## src/rtl/loanio_pkg.sv

```systemverilog
// Shared constants, state encoding and the pin-map validity check for the
// parametrised HPS loan-IO bridge.
package loanio_pkg;

  localparam int LOAN_W = 67;
  localparam int IDX_W  = 7;
  localparam int MAP_W  = LOAN_W * IDX_W;

  typedef enum logic {
    SETTLE = 1'b0,
    RUN    = 1'b1
  } state_e;

  // True when every listed index is < LOAN_W and no pin is claimed twice
  // across both maps (maps are zero-extended to MAP_W by the caller).
  function automatic logic map_valid(input logic [MAP_W-1:0] out_map, input int n_out,
                                     input logic [MAP_W-1:0] in_map, input int n_in);
    logic [LOAN_W-1:0] used;
    logic              ok;
    int                idx;
    used = '0;
    ok   = 1'b1;
    for (int i = 0; i < LOAN_W; i++) begin
      if (i < n_out) begin
        idx = int'(out_map[IDX_W*i +: IDX_W]);
        if (idx >= LOAN_W) ok = 1'b0;
        else if (used[idx]) ok = 1'b0;
        else used[idx] = 1'b1;
      end
    end
    for (int i = 0; i < LOAN_W; i++) begin
      if (i < n_in) begin
        idx = int'(in_map[IDX_W*i +: IDX_W]);
        if (idx >= LOAN_W) ok = 1'b0;
        else if (used[idx]) ok = 1'b0;
        else used[idx] = 1'b1;
      end
    end
    return ok;
  endfunction

endpackage

```

## src/rtl/loanio_in_filter.sv

```systemverilog
// One loan-IO input channel: two-flop synchroniser, persistence filter and a
// registered pulse on each filtered 1->0 transition.
module loanio_in_filter import loanio_pkg::*; #(
  parameter int   FILT_LEN  = 4,
  parameter logic RESET_VAL = 1'b1
) (
  input  logic clk,
  input  logic rst_n,
  input  logic din_i,
  output logic dout_o,
  output logic fall_o
);

  localparam logic [7:0] CNT_LAST = 8'(FILT_LEN - 1);

  logic       s1_q, s2_q;
  logic       data_q, data_d;
  logic       fall_q, fall_d;
  logic [7:0] cnt_q, cnt_d;

  // A differing level must be seen FILT_LEN times in a row before it is taken.
  always_comb begin
    data_d = data_q;
    cnt_d  = cnt_q;
    if (s2_q == data_q) begin
      cnt_d = 8'd0;
    end else if (cnt_q == CNT_LAST) begin
      data_d = s2_q;
      cnt_d  = 8'd0;
    end else begin
      cnt_d = cnt_q + 8'd1;
    end
    fall_d = data_q & ~data_d;
  end

  always_ff @(posedge clk or negedge rst_n) begin
    if (!rst_n) begin
      s1_q   <= RESET_VAL;
      s2_q   <= RESET_VAL;
      data_q <= RESET_VAL;
      cnt_q  <= 8'd0;
      fall_q <= 1'b0;
    end else begin
      s1_q   <= din_i;
      s2_q   <= s1_q;
      data_q <= data_d;
      cnt_q  <= cnt_d;
      fall_q <= fall_d;
    end
  end

  assign dout_o = data_q;
  assign fall_o = fall_q;

endmodule

```

## src/rtl/loanio_bridge.sv

```systemverilog
// Parametrised fabric <-> HPS loan-IO pin map: registered, settle-gated outputs
// and filtered inputs with falling-edge pulses.
module loanio_bridge import loanio_pkg::*; #(
  parameter int                     N_OUT         = 10,
  parameter int                     N_IN          = 2,
  parameter logic [N_OUT*IDX_W-1:0] OUT_MAP       = {7'd48, 7'd17, 7'd19, 7'd33, 7'd34,
                                                     7'd29, 7'd28, 7'd30, 7'd23, 7'd27},
  parameter logic [N_IN*IDX_W-1:0]  IN_MAP        = {7'd53, 7'd54},
  parameter logic [N_IN-1:0]        IN_RESET      = '1,
  parameter int                     FILT_LEN      = 4,
  parameter int                     SETTLE_CYCLES = 1024
) (
  input  logic              clk,
  input  logic              rst_n,
  input  logic [N_OUT-1:0]  out_data,
  input  logic [N_OUT-1:0]  out_en,
  input  logic              quiesce,
  output logic [N_IN-1:0]   in_data,
  output logic [N_IN-1:0]   in_fall,
  output logic              ready,
  input  logic [LOAN_W-1:0] loan_io_in,
  output logic [LOAN_W-1:0] loan_io_out,
  output logic [LOAN_W-1:0] loan_io_oe
);

  localparam int           SC_W    = (SETTLE_CYCLES > 1) ? $clog2(SETTLE_CYCLES) : 1;
  localparam logic [SC_W-1:0] SC_LAST = SC_W'(SETTLE_CYCLES - 1);

  if (N_OUT < 1 || N_OUT > LOAN_W || N_IN < 1 || N_IN > LOAN_W ||
      FILT_LEN < 1 || FILT_LEN > 255 || SETTLE_CYCLES < 1) begin : g_bad_param
    $error("loanio_bridge: channel count, FILT_LEN or SETTLE_CYCLES out of range");
  end else if (!map_valid(MAP_W'(OUT_MAP), N_OUT, MAP_W'(IN_MAP), N_IN)) begin : g_bad_map
    $error("loanio_bridge: pin index out of range, repeated, or shared by OUT_MAP and IN_MAP");
  end

  state_e            state_q, state_d;
  logic [SC_W-1:0]   cnt_q, cnt_d;
  logic              ready_q;
  logic [LOAN_W-1:0] out_q, out_d;
  logic [LOAN_W-1:0] oe_q, oe_d;
  logic              unused_in_s;

  // Settle window: counts quiet cycles, restarts from zero on any quiesce.
  always_comb begin
    state_d = state_q;
    cnt_d   = cnt_q;
    case (state_q)
      SETTLE: begin
        if (quiesce) begin
          cnt_d = '0;
        end else if (cnt_q == SC_LAST) begin
          state_d = RUN;
          cnt_d   = '0;
        end else begin
          cnt_d = cnt_q + SC_W'(1);
        end
      end
      RUN: begin
        if (quiesce) begin
          state_d = SETTLE;
          cnt_d   = '0;
        end else begin
          cnt_d = cnt_q;
        end
      end
      default: begin
        state_d = SETTLE;
        cnt_d   = '0;
      end
    endcase
  end

  // Scatter channels onto pins; OE is gated with the next state so the pin
  // register and ready change on the same edge.
  always_comb begin
    out_d = '0;
    oe_d  = '0;
    for (int i = 0; i < N_OUT; i++) begin
      out_d[OUT_MAP[IDX_W*i +: IDX_W]] = out_data[i];
      oe_d[OUT_MAP[IDX_W*i +: IDX_W]]  = out_en[i] & (state_d == RUN);
    end
  end

  always_ff @(posedge clk or negedge rst_n) begin
    if (!rst_n) begin
      state_q <= SETTLE;
      cnt_q   <= '0;
      ready_q <= 1'b0;
      out_q   <= '0;
      oe_q    <= '0;
    end else begin
      state_q <= state_d;
      cnt_q   <= cnt_d;
      ready_q <= (state_d == RUN);
      out_q   <= out_d;
      oe_q    <= oe_d;
    end
  end

  assign ready       = ready_q;
  assign loan_io_out = out_q;
  assign loan_io_oe  = oe_q;
  assign unused_in_s = ^loan_io_in;

  for (genvar g = 0; g < N_IN; g++) begin : g_in
    loanio_in_filter #(
      .FILT_LEN  (FILT_LEN),
      .RESET_VAL (IN_RESET[g])
    ) u_filt (
      .clk    (clk),
      .rst_n  (rst_n),
      .din_i  (loan_io_in[IN_MAP[IDX_W*g +: IDX_W]]),
      .dout_o (in_data[g]),
      .fall_o (in_fall[g])
    );
  end

endmodule

```

## config.mk

```make
export PLATFORM = sky130hd
export DESIGN_NAME = loanio_bridge
export DESIGN_NICKNAME = d
export VERILOG_FILES = /design/src/rtl/loanio_pkg.sv /design/src/rtl/loanio_in_filter.sv /design/src/rtl/loanio_bridge.sv
export SDC_FILE = /design/constraint.sdc
export NUM_CORES = 1
export LEC_CHECK = 0
export BUFFER_PORTS_ARGS = -buffer_cell sky130_fd_sc_hd__buf_2
export CAP_MARGIN = 20
export CORE_MARGIN = 5
export CORE_UTILIZATION = 40
export DETAILED_ROUTE_END_ITERATION = 8
export PLACE_DENSITY_LB_ADDON = 0.08
export REMOVE_ABC_BUFFERS = 1
export SYNTH_ARGS = -nofsm -noshare
export SYNTH_HDL_FRONTEND = slang
export SYNTH_SLANG_ARGS = --single-unit
```

## constraint.sdc

```tcl
create_clock -name clk -period 1.6 [get_ports clk]
set_input_delay 0.16 -clock clk [delete_from_list [all_inputs] [get_ports clk]]
set_output_delay 0.16 -clock clk [all_outputs]
set_load 0.05 [all_outputs]
```

==> metrics.yaml <==
status: "finished clean"
synth-seq-cells: 55
powerDensity_nw_per_um2: 1160
cp-start-kind: "flip-flop"
yosysMostFrequentCell: "buf_4"
cts_num_sinks: 55
root_buffer: "clkbuf_8"
wl_mm: 5.11
hpwl_mm: 3.85
die_area_um2: 9380
hold_path_class: "in2reg"
grt-busiest-layer: "met2"
netlist.area_leader.share_pct: 40.6
synth_async_sr_flop_share_pct: 100
power_leakage_uw: 0.00175
cts_buffer_depth: 2
grt_pass1_wl_mm: 8.37
synth.distinct_cells: 32
grt_usage_pct: 10.5
routed_via_density: 3.80
grt_max_degree: 46
postRouteAntennaNets: 0
cts_buffers: 5
post-cts-setup-buffer-count: 0
synth-edff-count: 0
rsz0062_at_grt: "false"
final_layout_size_suffix_gt1_share_pct: 21.1
drt_iter0_drc: 32
tns_ns: 0
cts_tree: "done"
fin_crit_sh_pct: 89.2
first_pass_iters: 4
synth_area_leaders: "dfrtp_1, buf_4, dfstp_2"
synthToLayoutAreaGrowth_pct: 6.47
gr-usage-met2_pct: 17.0
first_global_vias: 1690
period_minus_slack_ns: 1.43
use_met1_pct: 13.1
syn_area_per_cell_um2: 10.3
worstPathMaxFanout: 11
fin_worst_skew_ns: 0.00507
ir_worst_vdd_v: 0.000393
ioPinCount: 229
gr-usage-met3_pct: 4.75
die_y_um: 96.9
yosys.area.top_type: "dfrtp_1"
synth-seq-area-share_pct: 45.9
fmax_mhz: 701
cts.clk_slew.worst_paths_ns: 0.10
overflow: 0
hold_viol: 0
initial_utilization_pct: 41.4
drcViolationCount: 0
dpl.cell_count: 439
gp_congestion: 0.752
diodes: 0
fp-row-count: 31
setup_viol: 0
crit_type: "reg2reg"
synthCells: 293
core_um2: 7290
synth_area_um2: 3020
synthFlopType: "dfrtp_1"
die_width_um: 96.9
arrival_ns: 1.67
end_kind: "flip-flop"
synth_commonest_cells: "buf_4, dfrtp_1, nor2_1"
fin_cells: 460
yosysWarnings: 0
antenna_found_initial: 0
clkLatencyLatePin_ns: 0.30
via_count: 1746
drv_cap: 0
cts.htree.levels: 2
nets: 453
io_buffers: 49
maxSlewViolCount: 0
avgRoutedWirePerCell_um: 11.1
critical_path_required_ns: 1.84
==> state kept, by name, summed over array words and instances (netlist names) <==
register            count
loan_io_out            10
g_in.u_filt.fall_o      2
g_in.u_filt.s2_q        2
loan_io_oe             10
ready                   1
g_in.u_filt.cnt_q      16
cnt_q                  10
g_in.u_filt.s1_q        2
g_in.u_filt.dout_o      2
==> routing by layer <==
metal | up-vias | routed length [µm]
li1 | 840 | -
met1 | 806 | 2060
met2 | 100 | 2400
met3 | 0 | 638
met4 | 0 | 0
met5 | - | 0
==> what timing repair did <==
action / 4_1_cts / 5_1_grt
gates resized for setup: 0 / 1
hold buffers: 13 / 0
endpoints found under the setup margin: 0 / 6
hold endpoints to repair: 22 / 0
==> critical path, cell delays in order, from the launching register on <==
cell	delay (ns)
dfrtp_1	0.40
ha_1	0.19
and3_1	0.20
nand4_4	0.11
a21oi_1	0.16
buf_4	0.17
and2_1	0.13
==> worst paths after layout <==
kind	from	to	slack, ns	cells past startpoint
worst max-delay path	cnt_q[0]$_DFFE_PN0P_	loan_io_oe[30]$_DFF_PN0_	0.17	6
max in group asynchronous	rst_n	g_in[0].u_filt.s2_q$_DFF_PN1_	0.77	3
worst min register to register	g_in[0].u_filt.s1_q$_DFF_PN1_	g_in[0].u_filt.s2_q$_DFF_PN1_	0.36	0
worst min-delay path	out_en[0]	loan_io_oe[27]$_DFF_PN0_	0.06	2
worst max register to register	cnt_q[0]$_DFFE_PN0P_	loan_io_oe[30]$_DFF_PN0_	0.17	6
min in group asynchronous	rst_n	loan_io_oe[29]$_DFF_PN0_	0.25	2
==> placed cells by master (no fill, tap or decap), drive strengths merged <==
master       Yosys  routed
or3              3       3
nor3b            2       2
xnor2            3       3
a21oi            4       4
and4             1       1
xor2            15      15
and2            12      12
and3             7       7
ha               3       3
mux2             2       2
nor4b            1       1
a31oi            3       3
nor2b            1       1
nand3           17      17
nor2            21      21
dlygate4sd3      0      13
o21ai            1       1
clkinv           0       1
or3b             1       1
dfrtp           49      49
clkbuf           1       6
dfstp            6       6
nand4            4       4
nor3             1       1
buf            119      55
inv              1       1
nor4             1       1
bufinv           0       1
and2b            1       1
conb             1     114
nand2           11      11
==> layout make-up <==
cell class	instances	area (µm²)
Fill cell	735	4080
Sequential cell	55	1380
Multi-Input combinational cell	229	1150
Timing Repair Buffer	68	433
Tap cell	99	124
Clock buffer	6	82.6
Clock inverter	2	35.0
Inverter	1	3.75
==> power by group <==
part	internal, µW	switching, µW
logic	210	961
clock network	507	445
registers	1520	98.3
==> per-stage QoR <==
| step | total power [µW] | area, µm² | utilization [%] | hold WS, ns | setup WS (ns) |
|---|---|---|---|---|---|
| 2_1_floorplan | 2570 | 2540 | - | -0.136 | 0.0251 |
| 3_3_place_gp | 2780 | 2960 | 40.6 | 0.0595 | 0.133 |
| 3_5_place_dp | 2790 | 2960 | 40.6 | 0.0538 | 0.158 |
| 4_1_cts | 3780 | 3210 | 44.0 | 0.0444 | 0.146 |
| 5_1_grt | 3930 | 3210 | 44.1 | 0.0477 | 0.0344 |
| 6_report | 3740 | 3210 | 44.1 | 0.0568 | 0.172 |
==> logic make-up after synthesis <==
family	after synthesis	synth area share (%)
mux	2	0.746
fa+ha+maj	3	1.24
compound gates	8	1.45
flops	55	45.9
xor+xnor	18	5.22
other cells	1	0.124
buf+inv	122	30.1
simple gates	84	15.2
No activity file was read; power rests on OpenSTA's default activity.
